===== src/rtl/pb_cell_writer.sv =====
// pb_cell_writer: cuts packets into 64-byte cells, writes them to the buffer, links the chain, emits one descriptor per packet.
module pb_cell_writer #(
  parameter int CELL_ID_W = 20,
  parameter int DATA_W    = 512,
  parameter int LEN_W     = 14,
  parameter int MAX_LEN   = 9216
) (
  input  logic                 clk_dp,
  input  logic                 rst_dp_n,
  input  logic                 in_valid,
  output logic                 in_ready,
  input  logic [DATA_W-1:0]    in_data,
  input  logic                 in_sop,
  input  logic                 in_eop,
  input  logic [6:0]           in_bytes,
  output logic                 alloc_req,
  input  logic                 alloc_valid,
  input  logic [CELL_ID_W-1:0] alloc_id,
  output logic                 wr_valid,
  input  logic                 wr_ready,
  output logic [CELL_ID_W-1:0] wr_cell_id,
  output logic [DATA_W-1:0]    wr_data,
  output logic                 wr_eof,
  output logic                 lnk_valid,
  output logic [CELL_ID_W-1:0] lnk_cell_id,
  output logic [CELL_ID_W-1:0] lnk_next_id,
  output logic                 desc_valid,
  input  logic                 desc_ready,
  output logic [CELL_ID_W-1:0] desc_head_id,
  output logic [CELL_ID_W-1:0] desc_tail_id,
  output logic [LEN_W-1:0]     desc_len,
  output logic [CELL_ID_W-1:0] desc_ncells,
  output logic                 desc_err,
  output logic [31:0]          stray_cnt
);
  typedef enum logic [1:0] {IDLE, PKT, DROP, DESC} state_t;
  state_t state, state_n;
  logic [CELL_ID_W-1:0] head, tail, ncells;
  logic [LEN_W-1:0] len;
  logic [LEN_W:0] add, sum;
  logic [31:0] stray;
  logic err, lnk_tail, acc, ovf, stored;
  always_ff @(posedge clk_dp or negedge rst_dp_n)
    if (!rst_dp_n) state <= IDLE;
    else state <= state_n;
  always_comb begin
    state_n = state;
    case (state)
      IDLE:    if (acc && in_sop) state_n = in_eop ? DESC : PKT;
      PKT:     if (acc) state_n = in_eop ? DESC : ovf ? DROP : PKT;
      DROP:    if (acc && in_eop) state_n = DESC;
      default: if (desc_ready) state_n = IDLE;
    endcase
  end
  // Overflow is judged one bit wider than len so a long packet can never wrap past MAX_LEN.
  always_comb begin
    add = in_eop ? (LEN_W+1)'(in_bytes) : (LEN_W+1)'(64);
    sum = {1'b0, len} + add;
    ovf = (state == PKT) && (sum > (LEN_W+1)'(MAX_LEN));
    in_ready = rst_dp_n && ((state == IDLE || state == PKT) ? alloc_valid && wr_ready : state == DROP);
    acc = in_valid && in_ready;
    stored = acc && ((state == IDLE && in_sop) || (state == PKT && !ovf));
    alloc_req = stored;
    wr_valid = stored;
    wr_cell_id = alloc_id;
    wr_data = in_data;
    wr_eof = in_eop;
    lnk_valid = lnk_tail || (state == PKT && stored);
    lnk_cell_id = tail;
    lnk_next_id = lnk_tail ? '1 : alloc_id;
    desc_valid = state == DESC;
    desc_head_id = head;
    desc_tail_id = tail;
    desc_len = len;
    desc_ncells = ncells;
    desc_err = err;
    stray_cnt = stray;
  end
  always_ff @(posedge clk_dp or negedge rst_dp_n)
    if (!rst_dp_n) begin
      head <= '0;
      tail <= '0;
      ncells <= '0;
      len <= '0;
      err <= 1'b0;
      lnk_tail <= 1'b0;
      stray <= '0;
    end else begin
      lnk_tail <= state_n == DESC && state != DESC;
      if (state == IDLE && acc && !in_sop && stray != '1) stray <= stray + 32'd1;
      if (stored && state == IDLE) head <= alloc_id;
      if (stored) begin
        tail <= alloc_id;
        len <= state == IDLE ? add[LEN_W-1:0] : sum[LEN_W-1:0];
        ncells <= state == IDLE ? CELL_ID_W'(1) : ncells + CELL_ID_W'(1);
      end
      if (acc && ovf) err <= 1'b1;
      else if (state == DESC && desc_ready) err <= 1'b0;
    end
endmodule


===== config.mk =====
export PLATFORM = sky130hd
export DESIGN_NAME = pb_cell_writer
export DESIGN_NICKNAME = d
export VERILOG_FILES = /design/src/rtl/pb_cell_writer.sv
export SDC_FILE = /design/constraint.sdc
export NUM_CORES = 1
export LEC_CHECK = 0
export ABC_AREA = 1
export ABC_CLOCK_PERIOD_IN_PS = 2900
export BUFFER_PORTS_ARGS = -buffer_cell sky130_fd_sc_hd__buf_2
export CAP_MARGIN = 20
export CORE_AREA = 3 3 473 475
export CTS_CLUSTER_SIZE = 14
export DETAILED_ROUTE_END_ITERATION = 7
export DIE_AREA = 0 0 476 478
export GPL_ROUTABILITY_DRIVEN = 0
export MAX_ROUTING_LAYER = met4
export SLEW_MARGIN = 20
export SYNTH_ARGS = -nofsm -noshare
export SYNTH_HDL_FRONTEND = slang
export SYNTH_SLANG_ARGS = --single-unit

===== constraint.sdc =====
create_clock -name clk_dp -period 2.9 [get_ports clk_dp]
set_input_delay 0.29 -clock clk_dp [delete_from_list [all_inputs] [get_ports clk_dp]]
set_output_delay 0.29 -clock clk_dp [all_outputs]
set_load 0.01 [all_outputs]

==> summary.txt <==
Power
  – Net Sw Frac: 48.6%
  – Worst VDD drop: 0.000365 V
  – Sw Pwr: 3.83 mW
  – Register share of total power: 33.2%
  – P_int: 4.06 mW
  – Pwr Density: 656 nW/um2
  – P_leak: 4.61 nW
  – Clock Power Share: 19.2%
  – Part of the power in combinational logic: 47.6%

Worst setup path
  – CP max stage delay: 430 ps
  – Crit end category: output port
  – Crit-path most repeated cell: nand3_2
  – Crit path max-delay family: simple AND/OR/NAND/NOR gates
  – Slowest CP cell: dfrtp_1
  – Data arrival, critical path: 2720 ps
  – WS Path Type: reg -> out
  – Worst path cell trace: ha_2, fa_2, nand3_2, nand2_2, nand3_1, nand3b_1, nand2_1, nand3_2, a21oi_4, nand3_4, nand2_4, buf_12, buf_8
  – Worst Path Required: 2610 ps
  – WP buf/inv: 2
  – Max FO, Critical Path: 4
  – Setup crit start kind: flop

Run
  – Maxcap violations: 0

Logic synthesis
  – Post-Syn Nets: 1914
  – Sequential area share after synthesis: 26.8%
  – #FFs+latches synth: 110
  – Number of synthesized flops with an enable pin: 0
  – Area share of fa/ha/maj cells after synthesis: 1.29%
  – Top FF cell, synth: dfrtp_1
  – Post-synth top area share: 40.7%
  – Mux contribution to synthesized area: 0%
  – XOR/XNOR share of the synthesized area: 4.18%
  – Area contributors post-synth: buf_4, dfrtp_1, nand2_1
  – Asr flop ratio synth: 100%
  – Compound-Gate Fraction of Synth Area: 3.90%
  – Commonest cells post-synth: buf_4, nand2_1, dfrtp_1, inv_1, nor2_1
  – Post-Syn Area: 10300 um2
  – Mapped Cells: 1357
  – Largest family of logic cells by synthesized area: buffers and inverters
  – Most frequent cell after synthesis: buf_4
  – Synth cell types: 35
  – Yosys top cell by area: buf_4
  – Simple-gate share of the synthesized area: 18.6%
  – YS warnings: 0
  – Synth Area per Inst: 7.57 um2

Floorplan
  – Total core area: 220000 um2
  – FP Rows: 172
  – DIE WIDTH: 476 um
  – Die Ht: 478 um
  – Boundary pin count: 1232
  – Die area: 228000 um2
  – Initial Utilization: 4.67%

STA
  – Setup_tns: -427 ps
  – Slew HR: 40.9%
  – Hold Vio Cnt, Final: 0
  – Final setup violation count: 12
  – Slew Limit Fails: 0
  – Period utilization: 104%
  – Unrepaired setup endpoints after global routing: yes
  – Minimum clock period: 3010 ps
  – Tightest Pin Transition: 887 ps
  – Final worst setup slack: -114 ps
  – Setup Skew: 52.4 ps
  – Max Fclk: 332 MHz

CTS
  – CTS buffer count: 9
  – CTS HTree Levels: 3
  – Reg clk slew, reported paths: 130 ps
  – TritonCTS clock tree: done
  – Clock sink count: 110
  – Worst-skew pair later-pin latency: 450 ps
  – Clock Tree Buf Depth: 2
  – Root buf cell: clkbuf_16

Detailed routing
  – # DRC: 0
  – Vias per cell: 1.88
  – Routed vias: 7548
  – Routed wire length: 136000 um
  – Initial DRC Count: 652
  – Post-route ant nets: 0
  – Pre-antenna DRT Iters: 5
  – Routed WL per cell: 33.9 um

Outcome
  – Status: complete, but fails checks
  – Failing checks: setup timing

Global routing
  – Grt total ovfl: 0
  – Vias in the first global route: 6956
  – Antenna violations before repair: 7
  – Total GRT Usage: 11.7%
  – First-pass GRT wire length: 150000 um
  – Largest net degree at the start of global routing: 61

Cells and area
  – Final net count: 1608
  – Core Util, Final: 5.47%
  – Share of cells above drive strength 1: 34.0%
  – Filler cell count: 26031
  – Layout Cells excl Fill: 4015
  – Reg area: 2750 um2
  – Area growth syn-to-layout: 17.0%
  – Multi-input logic area: 3200 um2

Placed design
  – Dpl ws: -70.7 ps
  – Buffers on Ports: 207
  – Dpl hpwl: 126000 um
  – Post-Place Cells: 3978

Worst hold path
  – Hold Crit Class: in -> reg
worst min-delay path: cells and delay by family:
kind	cells	cell delay (ps)
compound gates	1	70
buf+inv	2	210
worst paths after layout:
kind / startpoint / endpoint / depth (start not counted) / slack, ps
max: desc_len[0] / wr_valid / 13 / -110
min: alloc_id[9] / desc_tail_id[9] / 3 / 150
max reg2reg: desc_len[0] / desc_tail_id[7] / 17 / -20
min reg2reg: desc_head_id[19] / desc_head_id[19] / 2 / 490
max in group asynchronous: rst_dp_n / stray_cnt[14] / 4 / 830
min in group asynchronous: rst_dp_n / desc_head_id[10] / 3 / 610
layout by cell type, fill, tap and decap left out, types with 4 or more instances in the layout:
| cell | count |
|---|---|
| nand2_4 | 5 |
| ha_4 | 4 |
| buf_6 | 6 |
| buf_2 | 204 |
| nand4_1 | 15 |
| inv_1 | 89 |
| nand3_2 | 10 |
| buf_4 | 34 |
| nand2_1 | 206 |
| nand2_2 | 17 |
| dfrtp_1 | 110 |
| o21ai_0 | 28 |
| a21oi_2 | 20 |
| xnor2_1 | 10 |
| nor3_1 | 22 |
| buf_8 | 5 |
| nor4_1 | 6 |
| nand3_1 | 55 |
| nor2_4 | 5 |
| a21oi_1 | 16 |
| o21ai_1 | 8 |
| nor2_2 | 6 |
| nor2_1 | 82 |
| buf_12 | 8 |
| xor2_1 | 39 |
| clkbuf_16 | 14 |
flip-flops by register name (all words and copies together), names as in the netlist:
register	flops
desc_err	1
desc_head_id	20
desc_len	14
desc_ncells	20
desc_tail_id	20
lnk_tail	1
state	2
stray_cnt	32
cell families (layout without fill, tap and decap cells):
logic type	count (synthesis)	after routing
xor+xnor	49	49
buf+inv	671	370
flops	110	110
simple gates	439	439
other cells	0	1
compound gates	78	78
fa+ha+maj	10	10
what timing repair did:
item / in CTS / in global routing
endpoints found under the setup margin: 5 / 44
pin swaps: 9 / 23
setup buffers: 4 / 8
gates cloned: 0 / 7
hold buffers: 1 / 0
gates resized for setup: 16 / 88
hold endpoints to repair: 18 / 0
metal layers:
layer / up-vias / routed length [um] / share of wire (%) / GRT usage, %
met1: 3198 / 17400 / 13 / 4.19
met3: 317 / 54300 / 40 / 21.1
met2: 975 / 57600 / 42 / 16.9
met5: - / 0 / 0 / -
met4: 0 / 6650 / 4.9 / 5.25
li1: 3058 / - / - / -
through the flow:
stage          power, mW  hold WS [ps]  cell area, um2
2_1_floorplan       4.96         -5.59           10300
3_3_place_gp        5.97           462           11000
3_5_place_dp        5.98           468           11000
4_1_cts             7.69          64.4           11400
5_1_grt             8.43           108           12000
6_report            7.88           155           12000
power by group through the flow:
stage / Sequential (mW) / Clock (mW) / Combinational (mW)
after floorplan: 2.63 / 0 / 2.33
after global placement: 2.61 / 0 / 3.36
after detailed placement: 2.62 / 0 / 3.37
after CTS: 2.59 / 1.65 / 3.46
after global routing: 2.68 / 1.66 / 4.08
final: 2.62 / 1.51 / 3.75
layout make-up:
| cell class | count | share of cell area [%] |
|---|---|---|
| antenna | 1 | 0.0208 |
| clock buffer | 9 | 1.87 |
| clock inverter | 7 | 0.687 |
| inverter | 91 | 2.84 |
| multi-input combinational | 576 | 26.6 |
| sequential | 110 | 22.9 |
| tap | 2958 | 30.8 |
| timing repair buffer | 263 | 14.3 |
Power figures use the tool's default switching activity.
